### config.mk
export PLATFORM = sky130hd
export DESIGN_NAME = booth_mult_seq
export DESIGN_NICKNAME = d
export VERILOG_FILES = /design/src/rtl/booth_mult_seq.sv
export SDC_FILE = /design/constraint.sdc
export NUM_CORES = 1
export LEC_CHECK = 0
export BUFFER_PORTS_ARGS = -buffer_cell sky130_fd_sc_hd__buf_4
export CAP_MARGIN = 25
export CELL_PAD_IN_SITES_DETAIL_PLACEMENT = 0
export CELL_PAD_IN_SITES_GLOBAL_PLACEMENT = 1
export CORE_MARGIN = 4
export CORE_UTILIZATION = 41
export DETAILED_ROUTE_END_ITERATION = 16
export PLACE_DENSITY_LB_ADDON = 0.1
export SLEW_MARGIN = 20
export SYNTH_ARGS = -nofsm -noshare
export SYNTH_HDL_FRONTEND = slang
export SYNTH_SLANG_ARGS = --single-unit
### constraint.sdc
create_clock -name clk -period 3.15 [get_ports clk]
set_clock_uncertainty 0.05 [all_clocks]
set_input_delay 0.63 -clock clk [delete_from_list [all_inputs] [get_ports clk]]
set_output_delay 0.63 -clock clk [all_outputs]
set_load 0.005 [all_outputs]
### src/rtl/booth_mult_seq.sv
// Radix-2 Booth sequential multiplier with built-in IDLE/CALC/DONE control and valid/ready handshakes.
// Optional macro BOOTH_SIGN_MODE_EN adds an is_signed input for unsigned products.
module booth_mult_seq #(
  parameter int N = 8
) (
  input  logic             clk,
  input  logic             rst,
  input  logic             in_valid,
  output logic             in_ready,
  input  logic [N-1:0]     a,
  input  logic [N-1:0]     b,
`ifdef BOOTH_SIGN_MODE_EN
  input  logic             is_signed,
`endif
  output logic             out_valid,
  input  logic             out_ready,
  output logic [2*N-1:0]   y,
  output logic             busy,
  output logic [1:0]       q_lsb
);

`ifdef BOOTH_SIGN_MODE_EN
  // Unsigned operands are zero-extended by one bit, so Q and the accumulator grow by one.
  localparam int QW = N + 1;
`else
  localparam int QW = N;
`endif
  localparam int AW = QW + 1;
  localparam int CW = $clog2(N + 2);

  localparam logic [1:0] IDLE = 2'd0;
  localparam logic [1:0] CALC = 2'd1;
  localparam logic [1:0] DONE = 2'd2;

  logic [1:0]     state;
  logic [AW-1:0]  acc;
  logic [AW-1:0]  m;
  logic [QW-1:0]  q;
  logic           q_m1;
  logic [CW-1:0]  cnt;
  logic [2*N-1:0] y_q;

  logic [AW-1:0]  m_load;
  logic [QW-1:0]  q_load;
  logic [AW-1:0]  sum;
  logic [AW-1:0]  acc_nxt;
  logic [QW-1:0]  q_nxt;
  logic [2*N-1:0] prod;
  logic [CW-1:0]  last_cnt;

`ifdef BOOTH_SIGN_MODE_EN
  logic signed_mode;

  assign m_load   = is_signed ? {{2{a[N-1]}}, a} : {2'b00, a};
  assign q_load   = is_signed ? {b[N-1], b}      : {1'b0, b};
  assign last_cnt = signed_mode ? CW'(N - 1) : CW'(N);
  // Signed runs stop one shift short, so the product sits one bit higher in {A,Q}.
  assign prod     = signed_mode ? {acc_nxt[N-1:0], q_nxt[QW-1:1]}
                                : {acc_nxt[N-2:0], q_nxt};
`else
  assign m_load   = {a[N-1], a};
  assign q_load   = b;
  assign last_cnt = CW'(N - 1);
  assign prod     = {acc_nxt[N-1:0], q_nxt};
`endif

  // NOTE: every variable written in always_comb gets a default first, otherwise a latch is inferred.
  always_comb begin
    sum = acc;
    case ({q[0], q_m1})
      2'b01:   sum = acc + m;
      2'b10:   sum = acc - m;
      default: sum = acc;
    endcase
  end

  // Arithmetic shift right of {sum, Q, Q_-1}; the dropped Q[0] becomes the next Q_-1.
  assign acc_nxt = {sum[AW-1], sum[AW-1:1]};
  assign q_nxt   = {sum[0], q[QW-1:1]};

  // NOTE: sequential state uses non-blocking assignments so all registers update from pre-edge values.
  always_ff @(posedge clk or negedge rst) begin
    if (!rst) begin
      // NOTE: the datapath registers are plain flops, not a memory, so they are cleared with the FSM.
      state <= IDLE;
      acc   <= '0;
      m     <= '0;
      q     <= '0;
      q_m1  <= 1'b0;
      cnt   <= '0;
      y_q   <= '0;
`ifdef BOOTH_SIGN_MODE_EN
      signed_mode <= 1'b1;
`endif
    end else begin
      case (state)
        IDLE: begin
          if (in_valid) begin
            m     <= m_load;
            q     <= q_load;
            acc   <= '0;
            q_m1  <= 1'b0;
            cnt   <= '0;
            state <= CALC;
`ifdef BOOTH_SIGN_MODE_EN
            signed_mode <= is_signed;
`endif
          end
        end
        CALC: begin
          acc  <= acc_nxt;
          q    <= q_nxt;
          q_m1 <= q[0];
          cnt  <= cnt + CW'(1);
          if (cnt == last_cnt) begin
            y_q   <= prod;
            state <= DONE;
          end
        end
        DONE: begin
          if (out_ready) state <= IDLE;
        end
        default: state <= IDLE;
      endcase
    end
  end

  assign in_ready  = (state == IDLE);
  assign busy      = (state == CALC);
  assign out_valid = (state == DONE);
  assign y         = y_q;
  assign q_lsb     = {q[0], q_m1};

endmodule

==> Yosys cells after proc, flatten, opt, wreduce, memory -nomap -nowiden <==
Cells that the tools add are included.
{ "op_classes": {"n_addsub": 3, "n_mul": 0, "n_div": 0, "order_cmp": 0, "n_eq_ne": 8, "n_shift": 0, "muxes": 13, "bitwise": 0, "n_reduce_logical": 6} }
{ "ops": {"columns": ["op", "count"], "rows": [
  ["$pmux 9 s2", 2],
  ["$pmux 8 s2", 1],
  ["$add 9x9->9", 1],
  ["$mux 9", 1],
  ["$sub 9x9->9", 1],
  ["$mux 8", 1],
  ["$pmux 4 s2", 1],
  ["$mux 2", 3],
  ["$pmux 2 s3", 1],
  ["$reduce_and 2->1", 3],
  ["$add 4x1->4 const B", 1],
  ["$eq 2x1->1 const B", 2],
  ["$eq 2x2->1 const B", 2],
  ["$eq 4x3->1 const B", 1],
  ["$mux 4", 1],
  ["$ne 2x1->1 const B", 2],
  ["$reduce_and 3->1", 1],
  ["$logic_not 2->1", 1],
  ["$ne 2x2->1 const B", 1],
  ["$pmux 1 s2", 1],
  ["$reduce_bool 2->1", 1],
  ["$mux 1", 1]
]} }
{ "totals": {"reg_bits": 48, "latchBits": 0, "ramBits": 0, "rom_bits": 0, "input_bits": 20, "output_inout_bits": 21, "elab_cells": 37, "memories": 0} }

==> Longest topological paths before layout <==
{ "logic_depth": {"depth_word": 3, "ltp_mapped": 12, "mapped_depth_nobuf": 12} }

==> Worst setup path before layout <==
Ideal clock, no wire load.
{ "synth_path": {"path_kind": "reg2reg", "start": "register q_m1", "end": "register acc[7]", "setup_ps": 69, "arrival_ps": 2551, "required_time_ps": 3031, "slack_ps": 481, "stages_incl_launch_ff": 12, "n_path_buf": 1, "period_less_slack_ps": 2669, "cell_sequence": "dfrtp_1 inv_1 ha_1 clkbuf_1 mux2_2 fa_1 nand2b_1 a21oi_1 o22ai_2 mux2i_1 or3_1 nand3_1"} }
{ "synth_between": {"elab_chain_cells": 3, "elab_cells_between_ends": 4, "classes_between": "eq/ne (2); mux (2)"} }
{ "synth_rtl": {"columns": ["element", "line", "source"], "rows": [
  ["start, declared", "39", "logic q_m1;"],
  ["start signal, assigned", "113", "q_m1 <= q[0];"],
  ["$eq 2x2->1 or $eq 2x1->1 (tied branches)", "70", "case ({q[0], q_m1})"],
  ["$pmux 9 s2 *", "70", null],
  ["$pmux 9 s2 *", "96", "case (state)"],
  ["end signal, assigned", "111", "acc <= acc_nxt;"],
  ["end, declared", "36", "logic [AW-1:0] acc;"]
]} }
Every way passes the cells marked *; elsewhere a longest branch is shown, timed or not.
A chain may end at the register's enable or synchronous reset.

==> Worst setup path in the final report <==
{ "layout_path": {"start": "register m[0]", "end": "register y_q[15] (netlist: y[15])"} }
{ "layout_between": {"elab_chain_cells": 2, "elab_cells_between_ends": 3, "classes_between": "add/sub (2); mux (1)"} }
{ "layout_rtl": {"columns": ["element", "line", "source"], "rows": [
  ["start, declared", "37", "logic [AW-1:0] m;"],
  ["start signal, assigned", "99", "m <= m_load;"],
  ["$sub 9x9->9 or $add 9x9->9 (tied branches)", "72, 71", null],
  ["$pmux 9 s2 *", "70", null],
  ["end signal, assigned", "116", "y_q <= prod;"],
  ["end, declared", "41", "logic [2*N-1:0] y_q;"]
]} }
Marks and branches as above.

==> flow_summary.yaml <==
worst_setup_path:
  worstSetupPathType: "flip-flop to flip-flop"
  cp_data_required_time_ns: 3.26
  crit_path_frequent_cell: "ha_1"
  cp_top_family: "simple AND/OR/NAND/NOR gates"
  end_kind: "flip-flop"
  critPathBufInv: 1
  path_cells: "inv_1 > ha_1 > nor3b_1 > a21oi_1 > xnor2_1 > ha_1 > or4_4 > o22ai_2 > mux2i_1 > xor2_1 > o21ai_0"
  slowest_stage: "or4_4"
  worstSetupStartpointType: "flip-flop"
  cp_max_fo: 5
  worst_path_largest_cell_delay_ns: 0.52
  worstPathArrival_ns: 3.01
synth:
  ys_seq_area_frac: 0.476
  synth_area_sq_um: 2470
  synthArstFlopShare: 1.00
  synth-edff-count: 0
  synth_area_per_cell_sq_um: 9.40
  syn-num-nets: 295
  yosysTopAreaCell: "dfrtp_1"
  synth_cell_types: 35
  ys_seq_elements: 47
  synth.cells.most_frequent: "47 x dfrtp_1, 41 x nand2_1, 30 x nor2_1"
  synth_top_area_share: 0.476
  synth_ff_type: "dfrtp_1"
  syn_inst: 263
  yosysMostFrequentCell: "dfrtp_1"
  synthTopCellsByArea: "dfrtp_1 48%, nand2_1 6.2%, ha_1 5.6%"
  yosys_warnings: 0
drt:
  vias: 1911
  drt-pass1-iter-count: 4
  via_per_inst: 5.08
  ant_nets: 0
  routed_wl_um: 5190
  wl_per_cell_um: 13.8
  drc_errors: 0
  drt_iter0_drc: 83
floorplan:
  dieArea_sq_um: 7330
  die_h_um: 85.6
  start_util: 0.420
  core_sq_um: 5890
  io_pins: 41
  placementRows: 28
  die_w_um: 85.6
clock_tree:
  cts.sinks: 47
  clk_pin_slew_worst_paths_ns: 0.09
  numCtsBuffers: 5
  insertion_delay_ns: 0.30
  clockBufferDepth: 2
  cts_root_buffer: "clkbuf_8"
  ctsResizeCount: 0
  post_cts_buffers: 0
  ctsHoldBuffers: 0
  htree_levels: 2
  tritoncts: "yes"
timing:
  finalHoldWorstSlack_ns: 0.277
  rsz0062_at_grt: "no"
  setup_tns_ns: 0
  post-route-period-util: 0.920
  drv_slew: 0
  worst_pin_slew_ns: 0.640
  fmax_mhz: 345
  final.min_clock_period_ns: 2.90
  setup_viol: 0
  finalHoldViolCount: 0
  relSlewSlack: 0.573
global_route:
  grt_max_degree: 48
  track_usage: 0.149
  antenna_found_initial: 0
  met3_usage: 0.0336
  use_met1: 0.219
  grt_pass1_wl_um: 8640
  use_met2: 0.219
  grt_pass1_vias: 1777
  grt-ovfl-total: 0
  top_usage_layer: "met1"
final_layout:
  fillers: 593
  multi_input_area_sq_um: 1190
  seq_area_sq_um: 1180
  final_layout_size_suffix_gt1_frac: 0.216
  area_growth_syn_to_layout_pct: 18.7
  diodes: 0
  fin_nets: 332
  design_area_sq_um: 2930
placement:
  dp_hpwl_um: 3670
  port-buffer-count: 40
  gp_congestion: 0.787
  dpl_cell_area_sq_um: 2820
run_status:
  outcome: "finished, final reports clean"
hold_path:
  hold_class: "input pin to async pin"
flow_run:
  maxCapViolCount: 0
## cell usage in the layout (no fill, tap or decap)
master / synthesis / routed
a21o_1: 2 / 2
a21oi_1: 9 / 9
a31oi_1: 4 / 4
and2_4: 1 / 1
buf_4: 3 / 43
bufinv_16: 0 / 1
clkbuf_8: 0 / 5
clkinv_1: 1 / 1
clkinv_2: 0 / 1
clkinv_4: 0 / 1
dfrtp_1: 47 / 47
fa_1: 1 / 1
ha_1: 11 / 11
inv_1: 9 / 9
mux2_2: 11 / 11
mux2i_1: 5 / 5
nand2_1: 41 / 41
nand2b_1: 4 / 4
nand3_1: 15 / 15
nand4_1: 1 / 1
nor2_1: 30 / 30
nor2b_1: 4 / 4
nor3_1: 4 / 4
nor3b_1: 2 / 2
nor4_1: 1 / 1
o2111ai_1: 1 / 1
o211ai_1: 1 / 1
o21a_1: 3 / 3
o21ai_0: 18 / 18
o221ai_1: 1 / 1
o22ai_1: 7 / 7
o22ai_2: 1 / 1
or3_1: 1 / 1
or4_4: 1 / 1
xnor2_1: 9 / 9
xor2_1: 4 / 4
## cell type report
type / instances / share of cell area
well taps: 75 / 0.0320
inverters: 10 / 0.0128
clock inverters: 3 / 0.0149
flip-flops and latches: 47 / 0.401
repair buffers: 43 / 0.110
clock buffers: 5 / 0.0235
multi-input cells: 193 / 0.406
## per-stage QoR
step | setup WS [ns] | std cells | util
3_5_place_dp | 0.265 | 368 | 0.479
2_1_floorplan | 0.481 | 263 | -
4_1_cts | 0.246 | 376 | 0.498
3_3_place_gp | 0.337 | 368 | 0.479
6_report | 0.251 | 376 | 0.498
5_1_grt | 0.0967 | 376 | 0.498
## path summary, 6_finish.rpt
check                            startpoint            endpoint  slack, ns  cells past startpoint
max                        m[0]$_DFFE_PN0P_   y[15]$_DFFE_PN0P_       0.25                     11
min                                     rst  acc[6]$_DFFE_PN0P_       0.28                      1
max reg2reg                m[0]$_DFFE_PN0P_   y[15]$_DFFE_PN0P_       0.25                     11
min reg2reg                y[6]$_DFFE_PN0P_    y[6]$_DFFE_PN0P_       0.43                      2
max in group asynchronous               rst  acc[2]$_DFFE_PN0P_       2.38                      1
min in group clk           y[6]$_DFFE_PN0P_    y[6]$_DFFE_PN0P_       0.43                      2
## layer usage
layer / vias to the layer above / part of all wire
met5: - / 0
met4: 0 / 0.015
met3: 8 / 0.056
met2: 52 / 0.42
met1: 884 / 0.51
li1: 967 / -
## flip-flops by register name, indices dropped and copies added, names as in the netlist
signal and cells:
state 2, y 16, q 8, acc 8
q_m1 1, cnt 4, m 8
## cells by family after synthesis
family | after synthesis | synth area share
AND/OR/NAND/NOR | 105 | 0.188
flip-flops | 47 | 0.476
multiplexers | 16 | 0.0704
AO/OA/AOI/OAI | 47 | 0.113
XOR/XNOR | 13 | 0.0461
buffers and inverters | 23 | 0.0425
adder cells (fa/ha/maj) | 12 | 0.0638
Power is not shown: default switching activity piles up to over one toggle a cycle in this logic, so the estimate is an artifact.
